$ cat src/rtl/ntt_stage_sequencer_if.sv
// ntt_stage_sequencer_if
// Groups the control/status and memory-address signals of the NTT stage
// sequencer.
//   master : the controller side. It drives start/stall and observes everything else.
//   slave  : the sequencer itself.
// Signals:
//   start, stall            controller -> sequencer
//   busy, done, stage       status
//   rd_valid, rd_addr_*     butterfly read pair, tw_addr twiddle ROM address
//   wr_en, wr_addr_*        write-back pair, next_pair pulse to the reorder block
//   dbg_state               current FSM state (0 IDLE, 1 ISSUE, 2 DRAIN, 3 DONE)
interface ntt_stage_sequencer_if #(
  parameter int NUM_STAGES = 4
);
  logic                  start;
  logic                  stall;
  logic                  busy;
  logic                  done;
  logic [NUM_STAGES-1:0] stage;
  logic                  rd_valid;
  logic [NUM_STAGES-1:0] rd_addr_top;
  logic [NUM_STAGES-1:0] rd_addr_bot;
  logic [NUM_STAGES-2:0] tw_addr;
  logic                  wr_en;
  logic [NUM_STAGES-1:0] wr_addr_top;
  logic [NUM_STAGES-1:0] wr_addr_bot;
  logic                  next_pair;
  logic [1:0]            dbg_state;

  modport master (
    output start, stall,
    input  busy, done, stage, rd_valid, rd_addr_top, rd_addr_bot, tw_addr,
           wr_en, wr_addr_top, wr_addr_bot, next_pair, dbg_state
  );

  modport slave (
    input  start, stall,
    output busy, done, stage, rd_valid, rd_addr_top, rd_addr_bot, tw_addr,
           wr_en, wr_addr_top, wr_addr_bot, next_pair, dbg_state
  );
endinterface

$ cat src/rtl/ntt_stage_sequencer.sv
// ntt_stage_sequencer
// Sequences an in-place radix-2 NTT of N = 2^NUM_STAGES points. For every
// butterfly of every stage, it issues the top/bottom read addresses and the
// twiddle address. The same addresses are delayed by BF_LATENCY cycles to form
// the write-back. Between stages the block idles for BF_LATENCY cycles so the
// pipeline can drain. On the final stage it emits next_pair with each write.
// Ports:
//   clk    clock
//   reset  asynchronous active-high reset
//   bus    ntt_stage_sequencer_if.slave (start/stall in, all status and addresses out)
// Handshake: start is sampled only in IDLE. stall only blocks new issues,
// and only in ISSUE. rd_valid marks a read pair in the same cycle as its
// addresses. wr_en marks a write pair. All address outputs are 0 when
// their valid is low.
// The last write of a stage lands one cycle before the first read of the
// next stage. The data RAM must therefore be write-before-read or have a
// registered read.
module ntt_stage_sequencer #(
  parameter int NUM_STAGES = 4,
  parameter int BF_LATENCY = 3
) (
  input  logic                  clk,
  input  logic                  reset,
  ntt_stage_sequencer_if.slave  bus
);

  localparam int PW = NUM_STAGES - 1;
  localparam int DW = (BF_LATENCY > 1) ? $clog2(BF_LATENCY) : 1;
  localparam logic [DW-1:0]         DRAIN_LAST = DW'(BF_LATENCY - 1);
  localparam logic [NUM_STAGES-1:0] LAST_STAGE = NUM_STAGES'(NUM_STAGES - 1);
  localparam logic [NUM_STAGES-1:0] HALF       = NUM_STAGES'(1) << (NUM_STAGES - 1);

  typedef enum logic [1:0] {S_IDLE = 2'd0, S_ISSUE = 2'd1, S_DRAIN = 2'd2, S_DONE = 2'd3} state_t;

  state_t                r_state;
  state_t                w_next;
  logic [PW-1:0]         r_p;
  logic [NUM_STAGES-1:0] r_s;
  logic [DW-1:0]         r_drain;

  logic w_issue;
  logic w_last_pair;
  logic w_last_stage;
  logic w_drain_end;

  assign w_issue      = (r_state == S_ISSUE) && !bus.stall;
  assign w_last_pair  = &r_p;
  assign w_last_stage = (r_s == LAST_STAGE);
  assign w_drain_end  = (r_state == S_DRAIN) && (r_drain == DRAIN_LAST);

  // State register
  always_ff @(posedge clk or posedge reset) begin
    if (reset) r_state <= S_IDLE;
    else       r_state <= w_next;
  end

  // Next-state logic
  always_comb begin
    w_next = r_state;
    case (r_state)
      S_IDLE:  if (bus.start) w_next = S_ISSUE;
      S_ISSUE: if (w_issue && w_last_pair) w_next = S_DRAIN;
      S_DRAIN: if (w_drain_end) w_next = w_last_stage ? S_DONE : S_ISSUE;
      S_DONE:  w_next = S_IDLE;
      default: w_next = S_IDLE;
    endcase
  end

  // Pair, stage and drain counters
  always_ff @(posedge clk or posedge reset) begin
    if (reset) begin
      r_p     <= '0;
      r_s     <= '0;
      r_drain <= '0;
    end else begin
      case (r_state)
        S_IDLE: begin
          if (bus.start) begin
            r_p     <= '0;
            r_s     <= '0;
            r_drain <= '0;
          end
        end
        S_ISSUE: begin
          // p wraps back to 0 after the last pair of the stage.
          if (w_issue) r_p <= r_p + PW'(1);
          r_drain <= '0;
        end
        S_DRAIN: begin
          if (w_drain_end) begin
            r_drain <= '0;
            r_p     <= '0;
            if (!w_last_stage) r_s <= r_s + NUM_STAGES'(1);
          end else begin
            r_drain <= r_drain + DW'(1);
          end
        end
        S_DONE: begin
          // Leave the stage index at 0 while idle.
          r_p <= '0;
          r_s <= '0;
        end
        default: ;
      endcase
    end
  end

  // Address generation.
  // stride = 2^(NUM_STAGES-1-s), mask = stride-1.
  // The bits of p above the mask form the group g. Shifting them left by
  // one gives g*2*stride. The masked bits form j.
  // Bit log2(stride) of top is always 0, so OR-ing in stride gives top+stride.
  logic [NUM_STAGES-1:0] w_stride;
  logic [NUM_STAGES-1:0] w_mask;
  logic [NUM_STAGES-1:0] w_p_ext;
  logic [NUM_STAGES-1:0] w_top;
  logic [NUM_STAGES-1:0] w_bot;
  logic [PW-1:0]         w_j;
  logic [PW-1:0]         w_tw;

  always_comb begin
    w_stride = HALF >> r_s;
    w_mask   = w_stride - NUM_STAGES'(1);
    w_p_ext  = {1'b0, r_p};
    w_j      = r_p & w_mask[PW-1:0];
    w_top    = ((w_p_ext & ~w_mask) << 1) | (w_p_ext & w_mask);
    w_bot    = w_top | w_stride;
    w_tw     = w_j << r_s;
  end

  logic [NUM_STAGES-1:0] w_rd_top;
  logic [NUM_STAGES-1:0] w_rd_bot;
  logic [PW-1:0]         w_rd_tw;

  assign w_rd_top = w_issue ? w_top : '0;
  assign w_rd_bot = w_issue ? w_bot : '0;
  assign w_rd_tw  = w_issue ? w_tw  : '0;

  // Write-back pipeline: {valid, top, bot, last_stage}. A stall bubble
  // enters as valid=0 with zero addresses.
  logic                  r_pv [BF_LATENCY];
  logic                  r_pl [BF_LATENCY];
  logic [NUM_STAGES-1:0] r_pt [BF_LATENCY];
  logic [NUM_STAGES-1:0] r_pb [BF_LATENCY];

  always_ff @(posedge clk or posedge reset) begin
    if (reset) begin
      for (int i = 0; i < BF_LATENCY; i++) begin
        r_pv[i] <= 1'b0;
        r_pl[i] <= 1'b0;
        r_pt[i] <= '0;
        r_pb[i] <= '0;
      end
    end else begin
      r_pv[0] <= w_issue;
      r_pl[0] <= w_issue & w_last_stage;
      r_pt[0] <= w_rd_top;
      r_pb[0] <= w_rd_bot;
      for (int i = 1; i < BF_LATENCY; i++) begin
        r_pv[i] <= r_pv[i-1];
        r_pl[i] <= r_pl[i-1];
        r_pt[i] <= r_pt[i-1];
        r_pb[i] <= r_pb[i-1];
      end
    end
  end

  assign bus.busy        = (r_state != S_IDLE);
  assign bus.done        = (r_state == S_DONE);
  assign bus.stage       = r_s;
  assign bus.rd_valid    = w_issue;
  assign bus.rd_addr_top = w_rd_top;
  assign bus.rd_addr_bot = w_rd_bot;
  assign bus.tw_addr     = w_rd_tw;
  assign bus.wr_en       = r_pv[BF_LATENCY-1];
  assign bus.wr_addr_top = r_pt[BF_LATENCY-1];
  assign bus.wr_addr_bot = r_pb[BF_LATENCY-1];
  assign bus.next_pair   = r_pv[BF_LATENCY-1] & r_pl[BF_LATENCY-1];
  assign bus.dbg_state   = r_state;

endmodule

$ cat src/flat_wrapper.sv
// flat-port wrapper written by rule: the top's interface ports become plain ports
module ntt_stage_sequencer_flat 
#(
  parameter int NUM_STAGES = 4,
  parameter int BF_LATENCY = 3
)
  (clk, reset, bus_start, bus_stall, bus_busy, bus_done, bus_stage, bus_rd_valid, bus_rd_addr_top, bus_rd_addr_bot, bus_tw_addr, bus_wr_en, bus_wr_addr_top, bus_wr_addr_bot, bus_next_pair, bus_dbg_state);
  ntt_stage_sequencer_if #(.NUM_STAGES(NUM_STAGES)) bus_i ();
  input  logic clk;
  input  logic reset;
  input wire logic [$bits(bus_i.start)-1:0] bus_start;
  input wire logic [$bits(bus_i.stall)-1:0] bus_stall;
  output wire logic [$bits(bus_i.busy)-1:0] bus_busy;
  output wire logic [$bits(bus_i.done)-1:0] bus_done;
  output wire logic [$bits(bus_i.stage)-1:0] bus_stage;
  output wire logic [$bits(bus_i.rd_valid)-1:0] bus_rd_valid;
  output wire logic [$bits(bus_i.rd_addr_top)-1:0] bus_rd_addr_top;
  output wire logic [$bits(bus_i.rd_addr_bot)-1:0] bus_rd_addr_bot;
  output wire logic [$bits(bus_i.tw_addr)-1:0] bus_tw_addr;
  output wire logic [$bits(bus_i.wr_en)-1:0] bus_wr_en;
  output wire logic [$bits(bus_i.wr_addr_top)-1:0] bus_wr_addr_top;
  output wire logic [$bits(bus_i.wr_addr_bot)-1:0] bus_wr_addr_bot;
  output wire logic [$bits(bus_i.next_pair)-1:0] bus_next_pair;
  output wire logic [$bits(bus_i.dbg_state)-1:0] bus_dbg_state;
  assign bus_i.start = bus_start;
  assign bus_i.stall = bus_stall;
  assign bus_busy = bus_i.busy;
  assign bus_done = bus_i.done;
  assign bus_stage = bus_i.stage;
  assign bus_rd_valid = bus_i.rd_valid;
  assign bus_rd_addr_top = bus_i.rd_addr_top;
  assign bus_rd_addr_bot = bus_i.rd_addr_bot;
  assign bus_tw_addr = bus_i.tw_addr;
  assign bus_wr_en = bus_i.wr_en;
  assign bus_wr_addr_top = bus_i.wr_addr_top;
  assign bus_wr_addr_bot = bus_i.wr_addr_bot;
  assign bus_next_pair = bus_i.next_pair;
  assign bus_dbg_state = bus_i.dbg_state;
  ntt_stage_sequencer #(.NUM_STAGES(NUM_STAGES), .BF_LATENCY(BF_LATENCY)) u_core (.clk(clk), .reset(reset), .bus(bus_i));
endmodule
$ cat config.mk
export PLATFORM = sky130hd
export DESIGN_NAME = ntt_stage_sequencer_flat
export DESIGN_NICKNAME = d
export VERILOG_FILES = /design/src/rtl/ntt_stage_sequencer_if.sv /design/src/rtl/ntt_stage_sequencer.sv /design/src/flat_wrapper.sv
export SDC_FILE = /design/constraint.sdc
export NUM_CORES = 1
export LEC_CHECK = 0
export ABC_AREA = 1
export BUFFER_PORTS_ARGS = -buffer_cell sky130_fd_sc_hd__buf_2
export CAP_MARGIN = 25
export CORE_AREA = 4 4 65 67
export DETAILED_ROUTE_END_ITERATION = 10
export DIE_AREA = 0 0 69 71
export PLACE_DENSITY = 0.78
export SKIP_CTS_REPAIR_TIMING = 1
export SYNTH_ARGS = -nofsm -noshare
export SYNTH_HDL_FRONTEND = slang
export SYNTH_SLANG_ARGS = --single-unit
$ cat constraint.sdc
create_clock -name clk -period 1.5 [get_ports clk]
set_input_delay 0 -clock clk [delete_from_list [all_inputs] [get_ports clk]]
set_output_delay 0 -clock clk [all_outputs]
set_load 0.005 [all_outputs]
Word level (Yosys, flattened, before mapping)
Index checks and enable logic that the tools add are counted.

word-level totals
  bits in registers = 41
  input bits = 4
  word-level logic and storage cells = 72

operators by class
  $add $sub $neg = 4
  equal/unequal tests = 10
  shift-type cells = 2
  muxes and demuxes = 19
  bitwise gates (word level) = 8
  reduce and logical (&&, ||, !) cells = 13

operators with widths
  kind                                                    number
  two-way mux 4 bit                                       5
  two-way mux 2 bit                                       6
  two-way mux 3 bit                                       4
  case mux 3 bit (4 select lines)                         1
  case mux 4 bit (3 select lines)                         1
  AND reduction 3 bit                                     3
  bitwise OR 4 bit                                        2
  case mux 2 bit (4 select lines)                         1
  AND 3 bit                                               2
  == test 2 bit (second input constant)                   3
  inequality test 2 bit (second input constant)           3
  case mux 2 bit (3 select lines)                         1
  nonzero test 3 bit                                      2
  adder 4 x 1 -> 4 bit (second input constant)            1
  AND 3 x 4 -> 4 bit                                      1
  == test 4 x 2 -> 1 bit (second input constant)          1
  inequality test 2 x 1 -> 1 bit (second input constant)  2
  AND reduction 4 bit                                     1
  left shift 3 x 4 -> 3 bit                               1
  >> shifter 4 x 4 -> 4 bit (first input constant)        1
  subtractor 4 x 1 -> 4 bit (second input constant)       1
  adder 3 x 1 -> 3 bit (second input constant)            1
  logical AND 1 bit                                       3
  inverter 3 bit                                          1
  7 further kinds                                         8

Depth between registers and ports, before layout
Gate-level depths: netlist of run 1.

  depth after elaboration = 7
  gate-level depth with buffers = 9
  mapped depth without buffers = 9

Least setup slack after synthesis of run 1
Ideal clock, no wire load.

  path kind = register -> register
  start point = reg u_core.r_s[0] (netlist: u_core.bus.stage[0])
  end point = reg u_core.r_pb[9] in the netlist's numbering
  arrival = 1.481 ns
  required time = 1.394 ns
  slack = -0.087 ns
  cell stages (with the launch flop) = 8
  path buffers = 0
  clock period less this slack = 1.587 ns
  path through = dfrtp_1 -> inv_1 -> nor2_4 -> nand3_1 -> ha_1 -> inv_1 -> nand2_1 -> a31oi_1

between the ends
  word-level cells in the longest chain between the ends = 7
  elaborated cells on any way between the ends = 8

ends and longest elaborated chain
  item                            line                        source
  start: declaration              ntt_stage_sequencer.sv:38   logic [NUM_STAGES-1:0] r_s;
  start signal: assignment        ntt_stage_sequencer.sv:93   if (!w_last_stage) r_s <= r_s + NUM_STAGES'(1);
  >> shifter 4 x 4 -> 4 bit (*)   ntt_stage_sequencer.sv:122  w_stride = HALF >> r_s;
  subtractor 4 x 1 -> 4 bit       ntt_stage_sequencer.sv:123  w_mask = w_stride - NUM_STAGES'(1);
  inverter 3 bit                  ntt_stage_sequencer.sv:126  w_top = ((w_p_ext & ~w_mask) << 1) | (w_p_ext & w_mask);
  AND 3 bit                       ntt_stage_sequencer.sv:126
  bitwise OR 4 bit                ntt_stage_sequencer.sv:126
  bitwise OR 4 bit (*)            ntt_stage_sequencer.sv:127  w_bot = w_top | w_stride;
  two-way mux 4 bit (*)           ntt_stage_sequencer.sv:136  assign w_rd_bot = w_issue ? w_bot : '0;
  named net bus_rd_addr_bot[1]    flat_wrapper.sv:18          output wire logic [$bits(bus_i.rd_addr_bot)-1:0] bus_rd_addr_bot;
  end signal: indexed assignment  ntt_stage_sequencer.sv:163  r_pb[i] <= r_pb[i-1];
  end: declaration                ntt_stage_sequencer.sv:144  logic [NUM_STAGES-1:0] r_pb [BF_LATENCY];

The timed path passes the listed nets; every way through them passes the cells marked *.
A chain may end at the register's enable or synchronous reset.

Worst setup path after layout of run 1
  start point = reg u_core.r_s[0] (netlist: u_core.bus.stage[0])
  end point = out bus_tw_addr[1]

between the ends
  word-level cells in the longest chain between the ends = 5

ends and longest elaborated chain
  item                           line                        source
  >> shifter 4 x 4 -> 4 bit      ntt_stage_sequencer.sv:122
  subtractor 4 x 1 -> 4 bit      ntt_stage_sequencer.sv:123
  AND 3 bit                      ntt_stage_sequencer.sv:125  w_j = r_p & w_mask[PW-1:0];
  left shift 3 x 4 -> 3 bit (*)  ntt_stage_sequencer.sv:128  w_tw = w_j << r_s;
  two-way mux 3 bit (*)          ntt_stage_sequencer.sv:137  assign w_rd_tw = w_issue ? w_tw : '0;
  end: declaration               flat_wrapper.sv:19          output wire logic [$bits(bus_i.tw_addr)-1:0] bus_tw_addr;

Every way passes the cells marked *; elsewhere a longest branch is shown, timed or not.

==> results.json, run 1 <==
{
  "grt.total_usage_pct": 14.4,
  "setup.worst_path.end_class": "output pin",
  "ys_async_sr_fraction_pct": 100,
  "critPathMaxFanout": 3,
  "finalNonFillerCells": 265,
  "stdcell_area_sq_mm": 0.00226,
  "grt_pass1_wl_um": 5570,
  "grt_pass1_vias": 1186,
  "die_w_um": 69,
  "routedWlPerCell_um": 13.5,
  "r2r-start": "u_core.bus.stage[1]",
  "port_buffers": 33,
  "path_clk_slew_ns": 0.08,
  "rrSetupSlack_ns": 0.02,
  "rr_endpoint": "u_core.r_pt[11]",
  "clock_latency_ns": 0.30,
  "ys_seq_area_share_pct": 61.0,
  "placementRows": 22,
  "drc_errors": 0,
  "synth_edf_count": 0,
  "antenna_found_initial": 0,
  "gp_congestion": 0.807,
  "ys_warn_count": 0,
  "holdPathEnd": "u_core.r_pb[8]",
  "cts_buffers": 5,
  "worstPathRequired_ns": 1.50,
  "die_area_sq_mm": 0.00490,
  "relSlewSlack_pct": 65.8,
  "cts_buffer_depth": 2,
  "placed_area_sq_mm": 0.00192,
  "setup_violations": 10,
  "grt_overflow": 0,
  "synthDominantCellAreaShare_pct": 61.0,
  "period_needed_ns": 1.84,
  "drtAntennaViolNets": 0,
  "crit_chain": "inv_2, nor2_4, nand3_4, ha_4, inv_4, nand2_4, a21oi_2, nand2_1, nor2_1, buf_2",
  "fillers": 298,
  "syn2layout_area_growth_pct": 34.3,
  "h-tree-depth": 2,
  "grt_max_degree": 42,
  "wl_um": 3580,
  "rsz0062_at_grt": "true",
  "status": "finished with violations",
  "die_h_um": 71,
  "drt_iter0_drc": 30,
  "violations": "negative setup slack",
  "antenna_cells": 0,
  "dp_hpwl_um": 2260,
  "vias_per_cell": 4.77,
  "ys_types": 25,
  "cp-startpoint": "u_core.bus.stage[0]",
  "leakage_nw": 1.18,
  "min_from": "bus_stall",
  "synth_area_leaders": "dfrtp_1, nand2_1, inv_1, buf_4, ha_1",
  "hp-class": "in2reg",
  "finalHoldViolCount": 0,
  "cts_root_buf": "clkbuf_8",
  "rr_worst_depth": 8,
  "slew_violations": 0,
  "synthCells": 166,
  "seqCellArea_sq_mm": 0.00103,
  "cts_tree": "built",
  "worstPathArrival_ns": 1.84,
  "path_class": "reg2out",
  "yosys.area.top_type": "dfrtp_1",
  "fin_skew_ns": 0.00814,
  "pin_count": 34,
  "worst_setup_path_start_kind": "flop",
  "syn_area_per_cell_sq_um": 10.1,
  "num_vias": 1265,
  "synth_area_sq_mm": 0.00168,
  "drive_gt1_share_pct": 45.2,
  "setup_ws_ns": -0.339,
  "first_pass_iters": 4,
  "slowest_delay_ns": 0.41,
  "cap_violations": 0,
  "slowest_stage": "dfrtp_2",
  "synth_nets": 174,
  "core_sq_mm": 0.00363,
  "initial_core_util_pct": 46.3,
  "ir_drop_v": 0.000853,
  "clkSinkCount": 41,
  "tns_ns": -2.20,
  "synth_seq_cells": 41,
  "placed_cells_incl_taps": 247,
  "power_density_mw_per_mm2": 1560,
  "post-route-period-util_pct": 123,
  "max_freq_mhz": 544,
  "synth_top_flop_cell": "dfrtp_1",
  "worst_slew_pin_slew_ns": 0.513,
  "holdPathStages": 4,
  "multi_input_area_sq_um": 642,
  "fin_nets": 224
}
[report_power, final]
group / leakage [nW] / switching [W] / internal, W / total [W]
registers: 0.554 / 0.000138 / 0.00131 / 0.00144
logic: 0.570 / 0.000688 / 0.000499 / 0.00119
clock network: 0.0543 / 0.000389 / 0.000498 / 0.000886
[synth_stat cells, types with 2 or more instances]
master   number
a31oi_1       2
nand4_1       3
dfrtp_1      41
nor2_4        2
nand2_1      36
nor2_2        2
buf_4         8
buf_2         3
o21ai_0      10
nand3_1      10
ha_1          4
inv_1        18
nand2_4       2
a21oi_1       7
nor2_1        8
[critical path, delay by kind of cell, from the launching register on]
family,cells,cell delay [ns]
and+or+nand+nor,5,0.49
AOI/OAI and AO/OA,1,0.13
DFF,1,0.41
adders and majority gates,1,0.26
buffers and inverters,3,0.26
[metal layers]
layer	part of all wire, %	track usage (%)	up-vias
met4	1.5	4.56	0
met1	42	17.7	597
met2	51	23.7	35
met3	4.9	5.11	9
li1	-	-	624
met5	0	0	-
[cells by family after synthesis]
family	synth area share, %
fa+ha+maj	2.98
buf+inv	9.00
simple gates	19.9
compound gates	7.07
flops	61.0
[area by class of cell]
cell class,count,share of cell area (%)
Sequential cell,41,45.7
Timing Repair Buffer,54,14.7
Multi-Input combinational cell,94,28.4
Clock inverter,3,2.05
Inverter,20,3.49
Tap cell,48,2.66
Clock buffer,5,3.05
[cell usage in the layout (no fill, tap or decap), drive strengths merged]
| cell type | synthesis | layout |
|---|---|---|
| nand2 | 38 | 38 |
| nor2 | 12 | 12 |
| clkinvlp | 0 | 1 |
| nand3 | 11 | 11 |
| dlygate4sd3 | 0 | 1 |
| inv | 19 | 19 |
| a21oi | 8 | 8 |
| nor3 | 2 | 2 |
| o21ai | 11 | 11 |
| nor4 | 1 | 1 |
| and3 | 1 | 1 |
| clkinv | 1 | 2 |
| clkbuf | 0 | 5 |
| a31oi | 2 | 2 |
| nand4 | 3 | 3 |
| buf | 11 | 53 |
| bufinv | 0 | 1 |
| ha | 4 | 4 |
| dfrtp | 41 | 41 |
| o211ai | 1 | 1 |
[worst max-delay path by stage]
stage                     endpoint  depth (start not counted)
global route        bus_tw_addr[1]                         10
finish              bus_tw_addr[1]                         10
detailed placement  bus_tw_addr[1]                          9
floorplan           u_core.r_pt[9]                          7
global placement    bus_tw_addr[1]                          9
CTS                 bus_tw_addr[1]                          9
[flip-flops by register name (all words and copies together), names as in the netlist]
| signal | count |
|---|---|
| u_core.r_pl | 3 |
| u_core.bus.wr_addr_top | 4 |
| u_core.r_p | 3 |
| u_core.r_drain | 2 |
| u_core.r_pb | 8 |
| u_core.r_pt | 8 |
| u_core.r_pv | 2 |
| u_core.bus.wr_addr_bot | 4 |
| u_core.bus.stage | 4 |
| u_core.bus.dbg_state | 2 |
| u_core.bus.wr_en | 1 |
[through the flow]
| stage | total power [W] | hold slack (ns) | util (%) | setup WS [ns] |
|---|---|---|---|---|
| floorplan | 0.00204 | 0.230 | - | -0.00615 |
| global placement | 0.00230 | 0.143 | 52.9 | -0.0329 |
| detailed placement | 0.00234 | 0.152 | 52.9 | -0.126 |
| CTS | 0.00323 | -0.172 | 56.0 | -0.468 |
| global route | 0.00374 | 0.0801 | 62.2 | -0.405 |
| finish | 0.00352 | 0.0723 | 62.2 | -0.339 |
(Power assumes the default switching activity.)
==> inputs of run 2 (changes only) <==
==> constraint.sdc (replaced) <==
create_clock -name clk -period 1.5 [get_ports clk]
set_input_delay 0 -clock clk [delete_from_list [all_inputs] [get_ports clk]]
set_output_delay 0 -clock clk [all_outputs]
set_load 0.05 [all_outputs]
==> run 2 against run 1 <==
The run still ends with negative setup slack left. Fmax fell by 1.6%. Sequential share of layout area decreased by 5.0 points. Count of clock-buffer cells in the layout unchanged. Design area rose by 13%. Die area is the same. Setup slack got worse by 0.030 ns. Non-clock buffer count increased by 5. Critical endpoint is now bus_rd_addr_bot[2]. Largest cell class unchanged. Largest power group is now combinational logic. Highest routed layer unchanged.
==> results.json, run 2 (synthesized netlist as in run 1, its figures left out) <==
{
  "cp-startpoint": "u_core.bus.stage[0]",
  "drt_iter0_drc": 50,
  "min_from": "bus_stall",
  "mostFrequentLayoutCells": "dfrtp_1, nand2_1, buf_2",
  "tns_ns": -2.95,
  "num_vias": 1314,
  "fillers": 270,
  "violations": "negative setup slack",
  "worstPathRequired_ns": 1.50,
  "max_freq_mhz": 535,
  "setup_violations": 14,
  "worstPathArrival_ns": 1.87,
  "vias_per_cell": 4.87,
  "drtAntennaViolNets": 0,
  "period_needed_ns": 1.87,
  "fin_skew_ns": 0.00667,
  "relSlewSlack_pct": 66.6,
  "worst_setup_path_start_kind": "flop",
  "drc_errors": 0,
  "post-route-period-util_pct": 125,
  "setup_ws_ns": -0.370,
  "layout_commonest_cell": "dfrtp_1",
  "grt_pass1_wl_um": 5650,
  "path_class": "reg2out",
  "cts_buffers": 5,
  "die_w_um": 69,
  "slowest_stage": "dfrtp_4",
  "hp-class": "in2reg",
  "crit_chain": "inv_2, nor2_4, nand3_4, ha_4, nand2_4, o211ai_1, nand2_1, clkinvlp_4, buf_8",
  "cap_violations": 0,
  "die_area_sq_mm": 0.00490,
  "path_clk_slew_ns": 0.08,
  "setup.worst_path.end_class": "output pin",
  "antenna_found_initial": 0,
  "multi_input_area_sq_um": 756,
  "syn2layout_area_growth_pct": 51.6,
  "final_core_util_pct": 70.2,
  "core_sq_mm": 0.00363,
  "dp_slack_ns": -0.197,
  "cts_root_buf": "clkbuf_8",
  "gp_congestion": 0.898,
  "ir_drop_v": 0.000761,
  "top_regs": "u_core.r_pb x8, u_core.r_pt x8",
  "finalHoldViolCount": 0,
  "cts_tree": "built",
  "placementRows": 22,
  "antenna_cells": 0,
  "status": "finished with violations",
  "cts_buffer_depth": 2,
  "critPathMaxFanout": 3,
  "seqCellArea_sq_mm": 0.00104,
  "leakage_nw": 1.24,
  "dp_hpwl_um": 2390,
  "rrSetupSlack_ns": -0.13,
  "clock_latency_ns": 0.29,
  "die_h_um": 71,
  "fin_nets": 229,
  "port_buffers": 33,
  "slowest_delay_ns": 0.45,
  "r2r-start": "u_core.bus.stage[0]",
  "pin_count": 34,
  "grt_max_degree": 42,
  "grt.total_usage_pct": 14.7,
  "initial_core_util_pct": 46.3,
  "rsz0062_at_grt": "true",
  "worst_slew_pin_slew_ns": 0.501,
  "first_pass_iters": 4,
  "slew_violations": 0,
  "h-tree-depth": 2,
  "power_density_mw_per_mm2": 1720,
  "routedWlPerCell_um": 13.5,
  "grt_pass1_vias": 1256,
  "drive_gt1_share_pct": 51.8,
  "wl_um": 3650,
  "grt_overflow": 0,
  "clkSinkCount": 41
}
[run 2: stage by stage]
step	hold WS [ns]	total power [W]	cell area, sq um	std cells
4_1_cts	-0.168	0.00410	2240	261
2_1_floorplan	0.230	0.00268	1840	166
6_report	0.0837	0.00438	2550	270
3_5_place_dp	0.147	0.00306	2100	253
3_3_place_gp	0.143	0.00302	2100	253
5_1_grt	0.0890	0.00463	2550	270
[run 2: layer usage]
metal | up-vias | global-route usage, % | part of all wire [%]
met4 | 0 | 7.59 | 2.9
met1 | 632 | 18.9 | 40
li1 | 635 | - | -
met5 | - | 0 | 0
met2 | 37 | 22.9 | 51
met3 | 10 | 3.98 | 5.8
[run 2: worst max-delay path, delay by kind of cell, from the launching register on]
kind                       cells  cell delay [ns]
DFF                            1             0.45
adders and majority gates      1             0.31
and+or+nand+nor                4             0.40
buffers and inverters          3             0.31
AOI/OAI and AO/OA              1             0.11
[run 2: final timing paths]
check / cells past startpoint / to
worst max-delay path: 9 / bus_rd_addr_bot[2]
worst min-delay path: 4 / u_core.r_pl[2]
worst max register to register: 8 / u_core.r_pb[10]
worst min register to register: 0 / u_core.r_pv[1]
max in group asynchronous: 4 / u_core.bus.stage[0]
min in group asynchronous: 4 / u_core.r_drain[0]
[run 2: layout make-up]
class | instances | area share (%)
inverter | 20 | 3.39
multi-input combinational | 94 | 29.6
timing repair buffer | 59 | 18.6
clock inverter | 3 | 2.70
sequential | 41 | 40.6
clock buffer | 5 | 2.70
tap | 48 | 2.36
[run 2: power breakdown]
group	total, W	internal, W	switching, W
sequential	0.00146	0.00131	0.000153
clock	0.00105	0.000670	0.000385
combinational	0.00187	0.000594	0.00127
==> inputs of run 3 (changes only) <==
--- a/config.mk
+++ b/config.mk
@@ -8,10 +8,10 @@
 export ABC_AREA = 1
 export BUFFER_PORTS_ARGS = -buffer_cell sky130_fd_sc_hd__buf_2
 export CAP_MARGIN = 25
-export CORE_AREA = 4 4 65 67
+export CORE_AREA = 4 4 58 74
 export DETAILED_ROUTE_END_ITERATION = 10
-export DIE_AREA = 0 0 69 71
-export PLACE_DENSITY = 0.78
+export DIE_AREA = 0 0 62 78
+export PLACE_DENSITY = 0.79
 export SKIP_CTS_REPAIR_TIMING = 1
 export SYNTH_ARGS = -nofsm -noshare
 export SYNTH_HDL_FRONTEND = slang
==> run 3 against run 2 <==
The flow still finishes with violations (negative setup slack). Count of clock-buffer cells in the layout is the same. Hold slack gained 0.063 ns. Clock skew is essentially flat. Sequential cell count is the same. Combinational power shrank 5%. Largest cell class unchanged. Clock power shrank 34%. Critical path type unchanged.
==> results.json, run 3 (synthesized netlist as in run 1, its figures left out) <==
{
  "top_regs": "u_core.r_pb x8, u_core.r_pt x8",
  "drtAntennaViolNets": 0,
  "pin_count": 34,
  "antenna_found_initial": 0,
  "max_freq_mhz": 517,
  "p_seq_share_pct": 37.3,
  "status": "finished with violations",
  "wl_met3_um": 196,
  "num_vias": 1277,
  "drive_gt1_share_pct": 50.2,
  "placed_area_sq_mm": 0.00208,
  "worst_setup_path_start_kind": "flop",
  "dp_hpwl_um": 2450,
  "core_sq_mm": 0.00366,
  "slew_violations": 0,
  "vias_per_cell": 4.97,
  "power_density_mw_per_mm2": 1660,
  "period_needed_ns": 1.94,
  "drt_iter0_drc": 19,
  "setup_violations": 8,
  "first_pass_iters": 4,
  "die_area_sq_mm": 0.00484,
  "setup.worst_path.end_class": "output pin",
  "hp-class": "in2reg",
  "violations": "negative setup slack",
  "p_switching_w": 0.00176,
  "initial_core_util_pct": 45.9,
  "drc_errors": 0,
  "grt_pass1_wl_um": 5610,
  "placementRows": 25,
  "tns_ns": -2.55,
  "placed_cells_incl_taps": 244,
  "clock_latency_ns": 0.29,
  "setup_ws_ns": -0.435,
  "grt_overflow": 0,
  "die_w_um": 62,
  "path_class": "reg2out",
  "stdcell_area_sq_mm": 0.00238,
  "cts_buffers": 5,
  "cts_tree": "built",
  "antenna_cells": 0,
  "leakage_nw": 1.18,
  "grt.total_usage_pct": 15.9,
  "p_int_w": 0.00219,
  "port_buffers": 33,
  "netSwitchingFraction_pct": 44.7,
  "h-tree-depth": 2,
  "worst_slew_pin_slew_ns": 0.423,
  "clkSinkCount": 41,
  "relSlewSlack_pct": 71.8,
  "clock_power_share_pct": 17.7,
  "worstPathArrival_ns": 1.94,
  "ir_drop_v": 0.00120,
  "critPathMaxFanout": 4,
  "top_layer_used": "met4",
  "cts_buffer_depth": 2,
  "mostFrequentLayoutCells": "dfrtp_1, nand2_1, buf_2",
  "gp_congestion": 0.886,
  "cap_violations": 0,
  "met2_length_um": 1900,
  "rsz0062_at_grt": "true",
  "worstPathRequired_ns": 1.50,
  "fin_nets": 224,
  "cts_root_buf": "clkbuf_8",
  "wl_um": 3520,
  "syn2layout_area_growth_pct": 41.8,
  "finalHoldViolCount": 0,
  "layout_commonest_cell": "dfrtp_1",
  "wl_met1_um": 1330,
  "fin_skew_ns": 0.00652,
  "grt_pass1_vias": 1237,
  "finalNonFillerCells": 257,
  "grt_max_degree": 35,
  "routedWlPerCell_um": 13.7,
  "power_frac_comb_pct": 45.1,
  "path_clk_slew_ns": 0.08,
  "post-route-period-util_pct": 129,
  "die_h_um": 78
}
-- run 3: power groups by stage --
stage	clock network, W	registers, W	logic, W
3_5_place_dp	0	0.00150	0.00153
3_3_place_gp	0	0.00148	0.00151
5_1_grt	0.000759	0.00150	0.00193
6_report	0.000697	0.00147	0.00178
4_1_cts	0.000718	0.00148	0.00154
2_1_floorplan	0	0.00161	0.00107
-- run 3: final cells by class --
class | instances | area (sq um)
well taps | 40 | 50.0
multi-input cells | 94 | 707
repair buffers | 54 | 419
fillers | 269 | 1270
clock inverters | 3 | 17.5
clock buffers | 5 | 68.8
inverters | 20 | 86.3
flip-flops and latches | 41 | 1040
-- run 3: worst paths after layout --
| kind | startpoint | to | slack [ns] | depth (start not counted) |
|---|---|---|---|---|
| max | u_core.bus.stage[3] | bus_tw_addr[1] | -0.44 | 9 |
| min | bus_start | u_core.r_drain[1] | 0.15 | 6 |
| max reg2reg | u_core.bus.stage[3] | u_core.r_pb[10] | 0.01 | 7 |
| min reg2reg | u_core.r_pt[9] | u_core.r_pt[5] | 0.35 | 0 |
| max in group asynchronous | reset | u_core.r_pt[9] | 0.70 | 5 |
| min in group asynchronous | reset | u_core.bus.wr_addr_top[0] | 0.33 | 4 |
-- run 3: through the flow --
step | power [W] | util (%) | setup slack, ns | hold WS, ns
3_3_place_gp | 0.00300 | 56.9 | -0.179 | 0.106
3_5_place_dp | 0.00303 | 56.9 | -0.198 | 0.111
2_1_floorplan | 0.00268 | - | -0.385 | 0.230
6_report | 0.00395 | 65.2 | -0.435 | 0.147
4_1_cts | 0.00373 | 59.2 | -0.540 | -0.209
5_1_grt | 0.00418 | 65.2 | -0.498 | 0.187
-- run 3: routing by layer --
layer / vias up / track usage (%)
met5: - / 0
met4: 0 / 8.07
met3: 11 / 4.33
met2: 41 / 26.0
met1: 605 / 18.3
li1: 620 / -
-- run 3: critical path, cell delays in order, from the launching register on --
cell	delay, ns
dfrtp_2	0.46
nor2_4	0.16
nand3_4	0.09
ha_4	0.27
inv_4	0.07
nand2_4	0.06
a21oi_2	0.17
nand2_2	0.09
nor2_4	0.13
buf_8	0.15
